## config.mk

```make
export PLATFORM = sky130hd
export DESIGN_NAME = me_search_engine_flat
export DESIGN_NICKNAME = d
export VERILOG_FILES = /design/src/rtl/me_search_engine_if.sv /design/src/rtl/me_search_engine.sv /design/src/flat_wrapper.sv
export SDC_FILE = /design/constraint.sdc
export NUM_CORES = 1
export LEC_CHECK = 0
export ABC_AREA = 1
export BUFFER_PORTS_ARGS = -buffer_cell sky130_fd_sc_hd__buf_2
export CAP_MARGIN = 25
export CORE_MARGIN = 1
export CORE_UTILIZATION = 50
export CTS_CLUSTER_DIAMETER = 120
export DETAILED_ROUTE_END_ITERATION = 8
export PLACE_DENSITY_LB_ADDON = 0.15
export SLEW_MARGIN = 20
export SYNTH_ARGS = -nofsm -noshare
export SYNTH_HDL_FRONTEND = slang
export SYNTH_SLANG_ARGS = --single-unit
```

## constraint.sdc

```tcl
create_clock -name clock -period 7.2 [get_ports clock]
set_input_delay 0.36 -clock clock [delete_from_list [all_inputs] [get_ports clock]]
set_output_delay 0.36 -clock clock [all_outputs]
set_load 0.05 [all_outputs]
```

## src/rtl/me_search_engine_if.sv

```systemverilog
// Bus bundle for the full-search motion estimator: start request, reference and
// search memory read ports, and the result outputs.
// master = the estimator itself, slave = the environment (memories + requester).
interface me_search_engine_if #(
    parameter int PIX_W = 8,
    parameter int BLK   = 16,
    parameter int RANGE = 8
);
    localparam int WIN    = BLK + 2 * RANGE;
    localparam int AR_W   = $clog2(BLK * BLK);
    localparam int AS_W   = $clog2(WIN * WIN);
    localparam int DIST_W = PIX_W + $clog2(BLK * BLK);
    localparam int MV_W   = $clog2(RANGE + 1) + 1;

    logic                     start;
    logic [AR_W-1:0]          AddressR;
    logic [PIX_W-1:0]         R;
    logic [AS_W-1:0]          AddressS;
    logic [PIX_W-1:0]         S;
    logic [DIST_W-1:0]        BestDist;
    logic signed [MV_W-1:0]   motionX;
    logic signed [MV_W-1:0]   motionY;
    logic                     completed;

    modport master (
        input  start, R, S,
        output AddressR, AddressS, BestDist, motionX, motionY, completed
    );

    modport slave (
        output start, R, S,
        input  AddressR, AddressS, BestDist, motionX, motionY, completed
    );
endinterface

```

## src/rtl/me_search_engine.sv

```systemverilog
// Full-search block-matching motion estimator.
// For each displacement (dx,dy) in +/-RANGE (dy outer, dx inner) the BLKxBLK
// reference block is compared with the search window by SAD; the smallest SAD
// (earliest candidate on ties) and its vector are reported.
// Both memories have a one-cycle synchronous read latency, so each candidate
// takes BLK*BLK issue cycles, one drain cycle and one compare cycle.
// Optional macro EARLY_TERM_EN: abandon a candidate as soon as its partial SAD
// can no longer beat the best so far (results unchanged, latency shorter).
module me_search_engine #(
    parameter int PIX_W = 8,
    parameter int BLK   = 16,
    parameter int RANGE = 8
) (
    input  logic               clock,
    input  logic               reset,
    me_search_engine_if.master bus
);
    localparam int WIN    = BLK + 2 * RANGE;
    localparam int AR_W   = $clog2(BLK * BLK);
    localparam int AS_W   = $clog2(WIN * WIN);
    localparam int DIST_W = PIX_W + $clog2(BLK * BLK);
    localparam int MV_W   = $clog2(RANGE + 1) + 1;
    localparam int NCAND  = 2 * RANGE + 1;
    localparam int OFF_W  = $clog2(NCAND);
    localparam int RC_W   = $clog2(BLK);

    typedef enum logic [2:0] {
        ST_IDLE  = 3'd0,
        ST_RUN   = 3'd1,
        ST_DRAIN = 3'd2,
        ST_CMP   = 3'd3,
        ST_DONE  = 3'd4
    } state_t;

    state_t                 state_q, state_d;
    logic                   start_q, start_d;
    logic [RC_W-1:0]        row_q, row_d, col_q, col_d;
    // Candidate offsets kept as 0..2*RANGE; the signed vector is offset-RANGE.
    logic [OFF_W-1:0]       ox_q, ox_d, oy_q, oy_d;
    logic [AR_W-1:0]        addr_r_q, addr_r_d;
    logic [AS_W-1:0]        addr_s_q, addr_s_d;
    logic                   valid_q, valid_d;
    logic [DIST_W-1:0]      accum_q, accum_d;
    logic [DIST_W-1:0]      best_q, best_d;
    logic signed [MV_W-1:0] mvx_q, mvx_d, mvy_q, mvy_d;
    logic                   done_q, done_d;

    logic                   rise_s;
    logic                   last_pix_s;
    logic                   last_cand_s;
    logic                   et_hit_s;
    logic                   issue_s;
    logic signed [PIX_W:0]  diff_s;
    logic signed [PIX_W:0]  neg_s;
    logic [PIX_W-1:0]       abs_s;

    assign rise_s      = bus.start & ~start_q;
    assign last_pix_s  = (row_q == RC_W'(BLK - 1)) && (col_q == RC_W'(BLK - 1));
    assign last_cand_s = (ox_q == OFF_W'(NCAND - 1)) && (oy_q == OFF_W'(NCAND - 1));

`ifdef EARLY_TERM_EN
    // Partial SAD already at or above the best: this candidate cannot win.
    assign et_hit_s = (accum_q >= best_q);
`else
    assign et_hit_s = 1'b0;
`endif

    // Absolute pixel difference: signed PIX_W+1 subtract, PIX_W-bit magnitude.
    always_comb begin
        diff_s = $signed({1'b0, bus.R}) - $signed({1'b0, bus.S});
        neg_s  = -diff_s;
        abs_s  = diff_s[PIX_W] ? neg_s[PIX_W-1:0] : diff_s[PIX_W-1:0];
    end

    // Next-state logic of the scan controller.
    always_comb begin
        state_d = state_q;
        case (state_q)
            ST_IDLE: begin
                if (rise_s) state_d = ST_RUN;
                else        state_d = ST_IDLE;
            end
            ST_RUN: begin
                if (et_hit_s)        state_d = ST_CMP;
                else if (last_pix_s) state_d = ST_DRAIN;
                else                 state_d = ST_RUN;
            end
            ST_DRAIN: state_d = ST_CMP;
            ST_CMP: begin
                if (last_cand_s) state_d = ST_DONE;
                else             state_d = ST_RUN;
            end
            ST_DONE: begin
                if (rise_s) state_d = ST_RUN;
                else        state_d = ST_DONE;
            end
            default: state_d = ST_IDLE;
        endcase
    end

    // Datapath / output next values: address generation, accumulation, compare.
    always_comb begin
        start_d  = bus.start;
        valid_d  = (state_q == ST_RUN);
        row_d    = row_q;
        col_d    = col_q;
        ox_d     = ox_q;
        oy_d     = oy_q;
        addr_r_d = addr_r_q;
        addr_s_d = addr_s_q;
        best_d   = best_q;
        mvx_d    = mvx_q;
        mvy_d    = mvy_q;
        done_d   = done_q;
        issue_s  = 1'b0;

        // Data returned this cycle belongs to an address issued last cycle.
        if (valid_q) accum_d = accum_q + DIST_W'(abs_s);
        else         accum_d = accum_q;

        case (state_q)
            ST_IDLE, ST_DONE: begin
                if (rise_s) begin
                    best_d  = {DIST_W{1'b1}};
                    mvx_d   = {MV_W{1'b0}};
                    mvy_d   = {MV_W{1'b0}};
                    done_d  = 1'b0;
                    accum_d = {DIST_W{1'b0}};
                    ox_d    = {OFF_W{1'b0}};
                    oy_d    = {OFF_W{1'b0}};
                    row_d   = {RC_W{1'b0}};
                    col_d   = {RC_W{1'b0}};
                    issue_s = 1'b1;
                end else begin
                    issue_s = 1'b0;
                end
            end
            ST_RUN: begin
                if (et_hit_s) begin
                    issue_s = 1'b0;
                end else if (!last_pix_s) begin
                    if (col_q == RC_W'(BLK - 1)) begin
                        col_d = {RC_W{1'b0}};
                        row_d = row_q + RC_W'(1);
                    end else begin
                        col_d = col_q + RC_W'(1);
                    end
                    issue_s = 1'b1;
                end else begin
                    issue_s = 1'b0;
                end
            end
            ST_DRAIN: begin
                issue_s = 1'b0;
            end
            ST_CMP: begin
                // Strict compare keeps the earliest candidate on ties.
                if (accum_q < best_q) begin
                    best_d = accum_q;
                    mvx_d  = MV_W'(int'(ox_q) - RANGE);
                    mvy_d  = MV_W'(int'(oy_q) - RANGE);
                end else begin
                    best_d = best_q;
                end
                accum_d = {DIST_W{1'b0}};
                if (last_cand_s) begin
                    done_d = 1'b1;
                end else begin
                    if (ox_q == OFF_W'(NCAND - 1)) begin
                        ox_d = {OFF_W{1'b0}};
                        oy_d = oy_q + OFF_W'(1);
                    end else begin
                        ox_d = ox_q + OFF_W'(1);
                    end
                    row_d   = {RC_W{1'b0}};
                    col_d   = {RC_W{1'b0}};
                    issue_s = 1'b1;
                end
            end
            default: begin
                issue_s = 1'b0;
            end
        endcase

        // Addresses only move when a new pixel is issued; otherwise they hold.
        if (issue_s) begin
            addr_r_d = AR_W'(int'(row_d) * BLK + int'(col_d));
            addr_s_d = AS_W'((int'(oy_d) + int'(row_d)) * WIN + int'(ox_d) + int'(col_d));
        end else begin
            addr_r_d = addr_r_q;
            addr_s_d = addr_s_q;
        end
    end

    // State and datapath registers; asynchronous reset discards any search.
    always_ff @(posedge clock or posedge reset) begin
        if (reset) begin
            state_q  <= ST_IDLE;
            start_q  <= 1'b0;
            row_q    <= {RC_W{1'b0}};
            col_q    <= {RC_W{1'b0}};
            ox_q     <= {OFF_W{1'b0}};
            oy_q     <= {OFF_W{1'b0}};
            addr_r_q <= {AR_W{1'b0}};
            addr_s_q <= {AS_W{1'b0}};
            valid_q  <= 1'b0;
            accum_q  <= {DIST_W{1'b0}};
            best_q   <= {DIST_W{1'b1}};
            mvx_q    <= {MV_W{1'b0}};
            mvy_q    <= {MV_W{1'b0}};
            done_q   <= 1'b0;
        end else begin
            state_q  <= state_d;
            start_q  <= start_d;
            row_q    <= row_d;
            col_q    <= col_d;
            ox_q     <= ox_d;
            oy_q     <= oy_d;
            addr_r_q <= addr_r_d;
            addr_s_q <= addr_s_d;
            valid_q  <= valid_d;
            accum_q  <= accum_d;
            best_q   <= best_d;
            mvx_q    <= mvx_d;
            mvy_q    <= mvy_d;
            done_q   <= done_d;
        end
    end

    assign bus.AddressR  = addr_r_q;
    assign bus.AddressS  = addr_s_q;
    assign bus.BestDist  = best_q;
    assign bus.motionX   = mvx_q;
    assign bus.motionY   = mvy_q;
    assign bus.completed = done_q;
endmodule
```

## src/flat_wrapper.sv

```systemverilog
// flat-port wrapper written by rule: the top's interface ports become plain ports
module me_search_engine_flat 
#(
    parameter int PIX_W = 8,
    parameter int BLK   = 16,
    parameter int RANGE = 8
)
  (clock, reset, bus_start, bus_R, bus_S, bus_AddressR, bus_AddressS, bus_BestDist, bus_motionX, bus_motionY, bus_completed);
  me_search_engine_if #(.PIX_W(PIX_W), .BLK(BLK), .RANGE(RANGE)) bus_i ();
  input  logic clock;
  input  logic reset;
  input wire logic [$bits(bus_i.start)-1:0] bus_start;
  input wire logic [$bits(bus_i.R)-1:0] bus_R;
  input wire logic [$bits(bus_i.S)-1:0] bus_S;
  output wire logic [$bits(bus_i.AddressR)-1:0] bus_AddressR;
  output wire logic [$bits(bus_i.AddressS)-1:0] bus_AddressS;
  output wire logic [$bits(bus_i.BestDist)-1:0] bus_BestDist;
  output wire logic [$bits(bus_i.motionX)-1:0] bus_motionX;
  output wire logic [$bits(bus_i.motionY)-1:0] bus_motionY;
  output wire logic [$bits(bus_i.completed)-1:0] bus_completed;
  assign bus_i.start = bus_start;
  assign bus_i.R = bus_R;
  assign bus_i.S = bus_S;
  assign bus_AddressR = bus_i.AddressR;
  assign bus_AddressS = bus_i.AddressS;
  assign bus_BestDist = bus_i.BestDist;
  assign bus_motionX = bus_i.motionX;
  assign bus_motionY = bus_i.motionY;
  assign bus_completed = bus_i.completed;
  me_search_engine #(.PIX_W(PIX_W), .BLK(BLK), .RANGE(RANGE)) u_core (.clock(clock), .reset(reset), .bus(bus_i));
endmodule
```

Yosys cells after proc, flatten, opt, wreduce, memory -nomap -nowiden
Cells that the tools add are included.
- input port bits: 19
- flip-flop bits (word level): 84
- logic and storage cells: 90
- add/sub/neg operators: 13
- eq/ne operators: 11
- order comparisons: 1
- reduce and logical (&&, ||, !) cells: 7
- multiplexer cells: 42
- bitwise logic cells: 2
- operators with widths (cell ; number):
    $mux 16 ; 4
    $pmux 16 s2 ; 2
    $mux 5 ; 9
    $pmux 5 s2 ; 4
    $mux 4 ; 8
    $pmux 4 s3 ; 2
    $add 16x8->16 ; 1
    $lt 16x16->1 ; 1
    $pmux 3 s5 ; 1
    $add 10x5->10 ; 1
    $add 10x6->10 ; 1
    $add 5x1->5 const B ; 2
    $eq 5x5->1 const B ; 2
    $sub 5x4->5 const B ; 2
    $sub 8x8->9 ; 1
    $add 4x1->4 const B ; 2
    $add 8x4->8 ; 1
    $eq 4x4->1 const B ; 2
    $mux 8 ; 1
    $neg 8->8 ; 1
    $eq 3x2->1 const B ; 2
    $mux 1 ; 6
    $mux 3 ; 2
    $ne 2x1->1 const B ; 3
    other kinds (13) ; 15

Longest topological paths before layout
Gate-level depths: netlist (run 1).
- depth in word-level cells: 7
- depth in mapped cells: 23

Worst setup path after synthesis (run 1)
OpenSTA, ideal clock, no wires.
- kind: input to register
- start: input bus_R[0]
- end: register u_core.accum_q[10]
- setup time: 0.071 ns
- slack: 4.157 ns
- stages on the path: 19
- path buffers: 0
- data arrival time: 2.972 ns
- required time: 7.129 ns
- path through: inv_1 -> ha_1 -> inv_1 -> fa_1 -> inv_1 -> ha_1 -> inv_1 -> o21ai_0 -> inv_1 -> fa_1 -> inv_1 -> nand3_1 -> nand2_1 -> inv_1 -> o221ai_1 -> nand2_1 -> o21ai_0 -> nand2_1 -> nor2_1
- word-level cells in the longest chain between the ends: 7
- RTL lines (what ; RTL line ; source):
    start: declaration ; flat_wrapper.sv:13 ; input wire logic [$bits(bus_i.R)-1:0] bus_R;
    $sub 8x8->9 * ; me_search_engine.sv:70 ; diff_s = $signed({1'b0, bus.R}) - $signed({1'b0, bus.S});
    $neg 8->8 ; me_search_engine.sv:71 ; neg_s = -diff_s;
    $mux 8 * ; me_search_engine.sv:72 ; abs_s = diff_s[PIX_W] ? neg_s[PIX_W-1:0] : diff_s[PIX_W-1:0];
    $add 16x8->16 * ; me_search_engine.sv:118 ; if (valid_q) accum_d = accum_q + DIST_W'(abs_s);
    $mux 16 * ; me_search_engine.sv:118 ;
    $mux 16 ; me_search_engine.sv:123 ; if (rise_s) begin
    $pmux 16 s2 * ; me_search_engine.sv:121 ; case (state_q)
    via u_core.accum_d[10] ; me_search_engine.sv:43 ; logic [DIST_W-1:0] accum_q, accum_d;
    end signal: assignment ; me_search_engine.sv:207 ; accum_q <= {DIST_W{1'b0}};
    end signal: assignment ; me_search_engine.sv:222 ; accum_q <= accum_d;
    end: declaration ; me_search_engine.sv:43 ;
The timed path passes the listed nets; every way through them passes the cells marked *.
A chain may end at the register's enable or synchronous reset.

Worst setup path after layout (run 1)
- start: register u_core.state_q[2]
- end: register u_core.addr_s_q[8], in the netlist u_core.bus.AddressS[8]
- elaborated cells on any way between the ends: 13
- those cells by class: add/sub: 3; eq/ne: 3; mux: 5; reduce/logical: 2
- RTL lines (what ; RTL line ; source):
    start: declaration ; me_search_engine.sv:35 ; state_t state_q, state_d;
    start signal: assignment ; me_search_engine.sv:213 ; state_q <= state_d;
    $eq 3x3->1 or $logic_not 3->1 (tied branches) ; me_search_engine.sv:121 ;
    $reduce_or 2->1 ; me_search_engine.sv:121 ;
    $pmux 4 s3 * ; me_search_engine.sv:121 ;
    via u_core.col_d[0] ; me_search_engine.sv:37 ; logic [RC_W-1:0] row_q, row_d, col_q, col_d;
    $add 10x5->10 * ; me_search_engine.sv:188 ; addr_s_d = AS_W'((int'(oy_d) + int'(row_d)) * WIN + int'(ox_d) + int'(col_d));
    end signal: assignment ; me_search_engine.sv:205 ; addr_s_q <= {AS_W{1'b0}};
    end signal: assignment ; me_search_engine.sv:220 ; addr_s_q <= addr_s_d;
    end: declaration ; me_search_engine.sv:41 ; logic [AS_W-1:0] addr_s_q, addr_s_d;
Marked as above.

==> metrics, run 1 <==
status finished clean; type of the worst min-delay path in -> async; Die H 108.4 microns; PwrDens 402.8 nW/um^2; Clock H-tree levels 3; Reg clk slew, reported paths 0.06 ns; RSZ-0062 raised after global routing false; CTS tree done; layout cells sized above 1 16.36%; largest net degree at the start of global routing 44; endpoints failing setup 0; achievable frequency 285.3 MHz; GR Overflow Total 0; data required time of the worst path 7.43 ns; Avg Cell Area, Syn 7.618 sq um; total length of routed wires 13,020 microns; Max-Slew Margin vs Limit 53.53%; vias post-DR 5,024; Hold Slack 0.1306 ns; post-CTS setup buffer count 0; Tot GR Track Use 24.22%; Sink Count 84; WP data arrival 3.74 ns; Core ar. 10,940 sq um; leak pwr 3.470 nW; Max-Cap Viols 0; Detailed Place HPWL 9818 microns; drt initial violations 459; Final Skew 0.007789 ns; crit path cell chain inv_1 > nand3_4 > clkinv_4 > nand3_2 > nand2_2 > inv_2 > nand2_4 > inv_4 > a21oi_4 > ha_1 > inv_1 > fa_1 > nand3b_1 > and2_0 > inv_1 > nand2_2 > nor2_2 > nand3_1 > nand3_1 > nand2_1; Crit-path slowest cell fa_1; worst slew pin tran 0.6960 ns; root buffer cell clkbuf_16; port bufs 63; Setup TNS 0 ns; Tcrit/Tclk final 48.68%; worst r2r src u_core.state_q[2]; initial cell density of the core 51.76%; CTS buffer count 9; cell mode on critical path inv_1; drc violations 0; Max clock buf depth 2; Chip Width 108.4 microns; hold_buf cts 0; flop2flop setup slack 3.69 ns; Hold Vio Cnt, Final 0; clk_lat worst skew 0.35 ns; antenna cells 0; R2R Path End u_core.bus.AddressS[8]; post-route ant nets 0; Initial DRT Pass Iterations 5; Post-Synthesis Cells 743; synth unique cells 46; Via density 5.305; Fill cells 1,010; IO Count 64; Syn Nets 812; crit path time final 3.505 ns; critical path class reg -> reg; FP Rows 38; Seq/Total Area, Yosys 37.49%; global-route wire length before repair 22,310 microns; worst reg-to-reg path cell count 20; Worst IR Drop VDD 0.2652 mV; mapped cell area 5660 sq um; post-CTS resize count 0; Max FO, Critical Path 26; drt wl/cell 13.75 microns; Worst setup EP type flop; Nets 872; #FFs+latches synth 84; vias in the first global route 4,880; yosys warns 0; gpl congestion 0.8765; die area 11,750 sq um; fin. max-slew vios 0; synthesis-to-finish area growth 13.59%; initial antenna violation count 0; Critical Path Source Type flop; slowest stage delay, CP 0.39 ns
registers in the layout, indices dropped and copies added, names as in the netlist:
register	flops
u_core.accum_q	16
u_core.bus.BestDist	16
u_core.bus.AddressS	10
u_core.bus.AddressR	8
u_core.bus.motionX	5
u_core.bus.motionY	5
u_core.ox_q	5
u_core.oy_q	5
u_core.col_q	4
u_core.row_q	4
u_core.state_q	3
u_core.bus.completed	1
u_core.start_q	1
u_core.valid_q	1
how the worst max path moves through the flow:
stage | from | end | slack (ns) | depth (start not counted)
floorplan | bus_R[0] | u_core.accum_q[10] | 4.16 | 19
global placement | bus_R[0] | u_core.accum_q[15] | 3.66 | 23
detailed placement | bus_R[0] | u_core.accum_q[10] | 3.61 | 21
CTS | u_core.state_q[2] | u_core.bus.AddressS[8] | 3.69 | 20
global route | u_core.state_q[2] | u_core.bus.AddressS[8] | 3.37 | 20
finish | u_core.state_q[2] | u_core.bus.AddressS[8] | 3.69 | 20
final cells by class:
class                           count  area, sq um  area share (%)
Clock buffer                       11        252.7           3.931
Multi-Input combinational cell    530         3032           47.15
Sequential cell                    84         2122           33.00
Clock inverter                      4        72.57           1.129
Tap cell                          140        175.2           2.724
Inverter                          113        432.9           6.733
Timing Repair Buffer               65        342.8           5.332
cells in the final DEF (no fill, tap or decap), types with 4 or more instances in the layout:
| master | Yosys | layout |
|---|---|---|
| nand2_2 | 6 | 6 |
| o21ai_0 | 36 | 36 |
| xor2_1 | 15 | 15 |
| nor2_4 | 4 | 4 |
| buf_2 | 6 | 63 |
| nand2_1 | 192 | 192 |
| nand3_1 | 64 | 64 |
| dfstp_2 | 16 | 16 |
| dfrtp_1 | 68 | 68 |
| ha_1 | 46 | 46 |
| or2_2 | 10 | 10 |
| a21oi_1 | 42 | 42 |
| nand4_1 | 13 | 13 |
| fa_1 | 4 | 4 |
| inv_2 | 4 | 4 |
| xnor2_1 | 8 | 8 |
| clkbuf_16 | 0 | 9 |
| o211ai_1 | 4 | 4 |
| nor3_1 | 8 | 8 |
| inv_1 | 107 | 106 |
| nor2_1 | 46 | 46 |
layer usage:
layer  track usage (%)  vias to the layer above  part of all wire (%)  wire [microns]
met5                 0                        -                     0               0
met4             9.942                        0                   2.0             266
met3             3.617                       24                   3.4             443
met2             42.09                      110                    49            6438
met1             29.93                     2367                    45            5871
li1                  -                     2523                     -               -
synthesized netlist by cell type, drive strengths merged:
cell type  instances  area, sq um
nand3             67        357.8
nor3               8        40.04
fa                 4        80.08
inv              112        422.9
dfrtp             68         1702
xnor2              8        70.07
a211oi             2        15.01
or2               10        62.56
nor2              51        224.0
nand4             13        81.33
o21bai             2        15.01
and2               1        6.260
o211ai             4        30.03
nand2            200        780.8
clkbuf             6        22.52
a22oi              1        7.510
dfstp             16        420.4
xor2              15        131.4
o2111ai            1        8.760
o22ai              2        12.51
o221ai             2        17.52
clkinv             1        8.760
ha                46        575.6
nand3b             3        22.52
o21ai             41        220.2
o31a               1        8.760
buf               10        52.55
a21o               2        15.01
o32ai              1        8.760
a21oi             43        226.5
o21a               1        7.510
a31oi              1        6.260
kinds of logic (layout without fill, tap and decap cells):
kind of cell | count (synthesis) | count (layout) | share of synthesized area (%)
simple gates | 353 | 353 | 27.83
fa+ha+maj | 50 | 50 | 11.58
compound gates | 104 | 104 | 10.59
xor+xnor | 23 | 23 | 3.559
buf+inv | 129 | 193 | 8.952
flops | 84 | 84 | 37.49
metrics by stage:
step                total power, mW  setup slack (ns)  instances  cell area (sq um)  util [%]
floorplan                     1.788             4.157        743               5660         -
global placement              2.057             3.665        931               6085     55.64
detailed placement            2.088             3.608        932               6105     55.82
CTS                           2.608             3.689        947               6430     58.80
global route                  2.789             3.370        947               6430     58.80
finish                        2.590             3.695        947               6430     58.80
worst max-delay path, delay by kind of cell (launching register included):
| family | cells | cell delay [ns] |
|---|---|---|
| compound gates | 1 | 0.16 |
| simple gates | 11 | 1.59 |
| flops | 1 | 0.35 |
| buf+inv | 6 | 0.70 |
| fa+ha+maj | 2 | 0.57 |
where the power goes:
group	internal, mW	switching (mW)	total [mW]
sequential	0.656	0.136	0.792
clock	0.320	0.187	0.507
combinational	0.393	0.897	1.29
total	1.37	1.22	2.59
No activity file was read; power rests on OpenSTA's default activity.
==> inputs of run 2 (changes only) <==
==> constraint.sdc (replaced) <==
create_clock -name clock -period 3.01 [get_ports clock]
set_input_delay 0.1505 -clock clock [delete_from_list [all_inputs] [get_ports clock]]
set_output_delay 0.1505 -clock clock [all_outputs]
set_load 0.05 [all_outputs]
==> metrics, run 2 (same netlist as run 1, synthesis figures left out) <==
status finished clean; achievable frequency 345.2 MHz (+21%); global-route wire length before repair 23,090 microns (+3.5%); Die H 108.4 microns (unchanged); RSZ-0062 raised after global routing true; port bufs 63 (unchanged); Worst setup EP type flop; Core ar. 10,940 sq um (unchanged); post-route ant nets 0 (unchanged); Max clock buf depth 2 (unchanged); Via density 5.192 (-2.1%); antenna cells 0 (unchanged); Max-Slew Margin vs Limit 44.78% (-8.7 points); GR Overflow Total 0 (unchanged); Fill cells 974 (-3.6%); largest net degree at the start of global routing 48 (+9.1%); data required time of the worst path 3.25 ns (-4.18 ns); drc violations 0 (unchanged); worst slew pin tran 0.8273 ns (+0.1313 ns); Tot GR Track Use 25.36% (+1.1 points); placed inst area 6452 sq um (+5.7%); fin. max-slew vios 0 (unchanged); CTS buffer count 9 (unchanged); Worst IR Drop VDD 0.7249 mV (+170%); PwrDens 926.2 nW/um^2 (+130%); type of the worst min-delay path reg -> reg; Max FO, Critical Path 4 (-85%); worst setup path start u_core.oy_q[0]; gpl congestion 0.8557 (-2.4%); final setup margin 0.1134 ns (-3.582 ns); initial antenna violation count 0 (unchanged); crit path time final 2.897 ns (-0.6085 ns); layout cells sized above 1 27.30% (+11 points); IO Count 64 (unchanged); commonest non-fill, non-tap cells in the layout nand2_1 (184), inv_1 (98), dfrtp_1 (67); most common cell after layout, fill and taps aside nand2_1; root buffer cell clkbuf_16; Sink Count 84 (unchanged); Chip Width 108.4 microns (unchanged); R2R Path End u_core.bus.AddressS[9]; Hold Startpoint u_core.bus.motionY[3]; die area 11,750 sq um (unchanged); total chip power 6.529 mW (+150%); critical path class reg -> reg; Setup Slack @ Placement -0.2344 ns (-3.842 ns); Initial DRT Pass Iterations 5 (unchanged); Hold Vio Cnt, Final 0 (unchanged); CTS tree done; Hold Path End u_core.bus.motionY[3]; Max-Cap Viols 0 (unchanged); Reg clk slew, reported paths 0.06 ns (about the same); FP Rows 38 (unchanged); WP data arrival 3.13 ns (-0.61 ns); Min-Delay Path Depth 2; leak pwr 3.804 nW (+9.6%); clk_lat worst skew 0.35 ns (about the same); initial cell density of the core 51.76% (unchanged); drt wl/cell 13.90 microns (+1.1%); Setup TNS 0 ns (unchanged); vias post-DR 5,234 (+4.2%); Nets 932 (+6.9%); vias in the first global route 5,130 (+5.1%); Final Instance Area 7049 sq um (+9.6%); worst reg-to-reg path cell count 18 (-10%); Final Skew 0.007133 ns (-0.0006558 ns); Tcrit/Tclk final 96.23% (+48 points); flop2flop setup slack 0.11 ns (-3.58 ns); synthesis-to-finish area growth 24.54%; endpoints failing setup 0 (unchanged); total length of routed wires 14,010 microns (+7.6%); Critical Path Source Type flop; Detailed Place HPWL 10,370 microns (+5.6%); Clock H-tree levels 3 (unchanged); worst r2r src u_core.oy_q[0]; drt initial violations 211 (-54%)
run 2: final cells by class:
type	count	area [sq um]	share of cell area, %
clock buffers	12	256.5	3.639
clock inverters	4	47.55	0.6745
inverters	113	432.9	6.141
multi-input cells	530	3216	45.62
flip-flops and latches	84	2123	30.12
well taps	140	175.2	2.485
repair buffers	125	798.3	11.32
run 2: routing by layer:
layer,GRT usage (%),vias up,share of wire [%]
met5,0,-,0
met4,9.556,0,2.1
met3,3.797,22,3.5
met2,48.01,126,53
met1,28.31,2445,42
li1,-,2641,-
run 2: per-stage QoR:
step	hold slack, ns	utilization [%]	instances
6_report	0.4660	64.46	1008
3_3_place_gp	0.3012	59.00	980
5_1_grt	0.4861	64.46	1008
2_1_floorplan	0.1819	-	743
3_5_place_dp	0.3006	59.00	980
4_1_cts	0.4707	61.99	998
run 2: power by group:
group          internal [mW]  switching (mW)
logic                   1.24            2.28
registers               1.57           0.307
clock network          0.685           0.447
total                   3.49            3.03
run 2: how the worst max path moves through the flow:
stage | to | slack, ns | depth (start not counted)
2_1_floorplan | u_core.bus.AddressS[8] | 0.12 | 21
3_3_place_gp | u_core.accum_q[11] | -0.11 | 20
3_5_place_dp | u_core.accum_q[8] | -0.23 | 21
4_1_cts | u_core.bus.AddressS[8] | 0.01 | 17
5_1_grt | u_core.bus.AddressS[9] | -0.06 | 22
6_report | u_core.bus.AddressS[9] | 0.11 | 18
run 2: timing repair:
item / in CTS / in global routing
endpoints found under the hold margin: 34 / 0
setup buffers: 0 / 10
pin swaps: 0 / 18
hold buffers: 2 / 0
gates resized for setup: 2 / 66
endpoints found under the setup margin: 1 / 17
gates cloned: 0 / 0
run 2: worst max-delay path: stages, from the launching register on:
cell and delay [ns]:
dfrtp_1 0.41, inv_2 0.09, ha_4 0.13, nand2_2 0.06
nor2_4 0.16, buf_4 0.14, nor2_4 0.04, inv_1 0.14
nand2_1 0.07, o211ai_1 0.15, ha_2 0.24, inv_1 0.05
fa_2 0.44, nor2_2 0.17, nand3_1 0.12, nor2_1 0.14
nand3_1 0.09, nand3_1 0.10, nand2_1 0.05
==> inputs of run 3 (changes only) <==
--- a/config.mk
+++ b/config.mk
@@ -12,7 +12,9 @@
 export CORE_UTILIZATION = 50
 export CTS_CLUSTER_DIAMETER = 120
 export DETAILED_ROUTE_END_ITERATION = 8
+export HOLD_SLACK_MARGIN = 0.15
 export PLACE_DENSITY_LB_ADDON = 0.15
+export RECOVER_POWER = 100
 export SLEW_MARGIN = 20
 export SYNTH_ARGS = -nofsm -noshare
 export SYNTH_HDL_FRONTEND = slang
==> metrics, run 3 (same netlist as run 1, synthesis figures left out) <==
cell mode on critical path inv_2; CTS buffer count 9 (unchanged); worst slew pin tran 2.113 ns (+1.285 ns); Nets 932 (unchanged); initial cell density of the core 51.76% (unchanged); number of placed instances with taps included 980 (unchanged); Max-Slew Margin vs Limit -41.63% (-86 points); most common cell after layout, fill and taps aside nand2_1; root buffer cell clkbuf_16; failing checks max-capacitance violations, max-slew violations; Max FO, Critical Path 3 (-1); Setup TNS 0 ns (unchanged); port bufs 63 (unchanged); gpl congestion 0.8557 (unchanged); Die H 108.4 microns (unchanged); slowest stage delay, CP 0.41 ns (-0.03 ns); Detailed Place HPWL 10,370 microns (unchanged); vias post-DR 5,210 (-0.46%); initial antenna violation count 0 (unchanged); Reg clk slew, reported paths 0.06 ns (about the same); GR Overflow Total 0 (unchanged); Crit-path slowest cell dfrtp_1; antenna cells 0 (unchanged); drc violations 0 (unchanged); critical path class reg -> reg; total length of routed wires 13,980 microns (-0.22%); Initial DRT Pass Iterations 5 (unchanged); clk_lat worst skew 0.34 ns (about the same); leak pwr 3.641 nW (-4.3%); Tcrit/Tclk final 95.69% (-0.54 points); endpoints failing setup 0 (unchanged); crit path cell chain inv_2 > ha_4 > nand2_2 > nor2_4 > nand3_2 > nand2_2 > inv_2 > nand2_4 > inv_4 > a21oi_4 > ha_4 > inv_2 > fa_2 > nand3b_1 > and2_4 > inv_2 > nand2_4 > nor2_4 > nand3_2 > nand3_2 > nand2_1; die area 11,750 sq um (unchanged); IO Count 64 (unchanged); Chip Width 108.4 microns (unchanged); global-route wire length before repair 23,090 microns (unchanged); RSZ-0062 raised after global routing true; Core ar. 10,940 sq um (unchanged); Sink Count 84 (unchanged); drt wl/cell 13.87 microns (-0.22%); Hold Vio Cnt, Final 0 (unchanged); Final Skew 0.005499 ns (-0.001635 ns); CTS tree done; Tot GR Track Use 25.36% (unchanged); Worst IR Drop VDD 0.6960 mV (-4.0%); layout cells sized above 1 21.89% (-5.4 points); fin util 63.88% (-0.58 points); FP Rows 38 (unchanged); vias in the first global route 5,130 (unchanged); commonest non-fill, non-tap cells in the layout nand2_1 (184), inv_1 (98), dfrtp_1 (67); achievable frequency 347.2 MHz (+0.57%); data required time of the worst path 3.25 ns (about the same); Hold Slack 0.4681 ns (+0.002061 ns); non-filler instance count after layout 1,008 (unchanged); Max-Cap Viols 1 (+1); WP data arrival 3.12 ns (about the same); largest net degree at the start of global routing 48 (unchanged); drt initial violations 236 (+12%); post-route ant nets 0 (unchanged); Clock H-tree levels 3 (unchanged); type of the worst min-delay path reg -> reg; status finished, violations left; PwrDens 926.4 nW/um^2 (about the same); Worst setup EP type flop; fin. max-slew vios 48 (+48); Critical Path Source Type flop; synthesis-to-finish area growth 23.41%; Via density 5.169 (-0.46%); crit path time final 2.880 ns (-0.01632 ns); Max clock buf depth 2 (unchanged)
-- run 3: cell types whose count changed in the layout (fill, tap and decap cells not counted) --
cell,change
clkinvlp_2,+1
buf_2,-47
clkinv_2,-1
clkbuf_2,+2
clkbuf_1,+47
buf_4,-2
-- run 3: per-layer routing --
metal	routed length (microns)	global-route usage, %	up-vias
met5	0	0	-
met4	300	9.556	0
met3	472	3.797	22
met1	5877	28.31	2427
met2	7331	48.01	119
li1	-	-	2642
-- run 3: layout make-up --
| cell class | instances | area (sq um) |
|---|---|---|
| fill | 1000 | 3950 |
| multi-input combinational | 530 | 3216 |
| sequential | 84 | 2123 |
| timing repair buffer | 125 | 734.5 |
| inverter | 113 | 432.9 |
| clock buffer | 12 | 256.5 |
| tap | 140 | 175.2 |
| clock inverter | 4 | 47.55 |
-- run 3: stage by stage --
stage | power [mW] | cell area (sq um) | setup WS (ns)
6_report | 6.471 | 6985 | 0.1297
5_1_grt | 7.025 | 6985 | -0.06434
4_1_cts | 6.406 | 6779 | 0.01266
3_5_place_dp | 5.244 | 6452 | -0.2344
3_3_place_gp | 5.149 | 6452 | -0.1079
2_1_floorplan | 4.276 | 5660 | 0.1200
-- run 3: timing repair --
action / 4_1_cts / 5_1_grt
hold buffers: 2 / 0
pin swaps: 0 / 18
endpoints found under the setup margin: 1 / 17
resized for setup: 2 / 66
endpoints found under the hold margin: 35 / 0
setup buffers: 0 / 10
cloned: 0 / 0
-- run 3: worst max-delay path: cells and delay by family (launching register included) --
family,cells,cell delay (ns)
compound gates,1,0.17
fa+ha+maj,3,0.67
buf+inv,5,0.28
flops,1,0.41
simple gates,12,1.26
-- run 3: path summary, 6_finish.rpt --
check	cells past startpoint	from	to	slack (ns)
min in group asynchronous	3	reset	u_core.bus.AddressR[3]	0.89
hold / removal	2	u_core.bus.motionX[4]	u_core.bus.motionX[4]	0.47
max in group asynchronous	4	reset	u_core.bus.BestDist[15]	0.83
hold reg to reg	2	u_core.bus.motionX[4]	u_core.bus.motionX[4]	0.47
setup reg to reg	21	u_core.oy_q[0]	u_core.bus.AddressS[8]	0.13
setup / recovery	21	u_core.oy_q[0]	u_core.bus.AddressS[8]	0.13
-- run 3: power breakdown --
| group | internal [mW] | switching, mW |
|---|---|---|
| clock network | 0.685 | 0.446 |
| logic | 1.18 | 2.28 |
| registers | 1.57 | 0.314 |
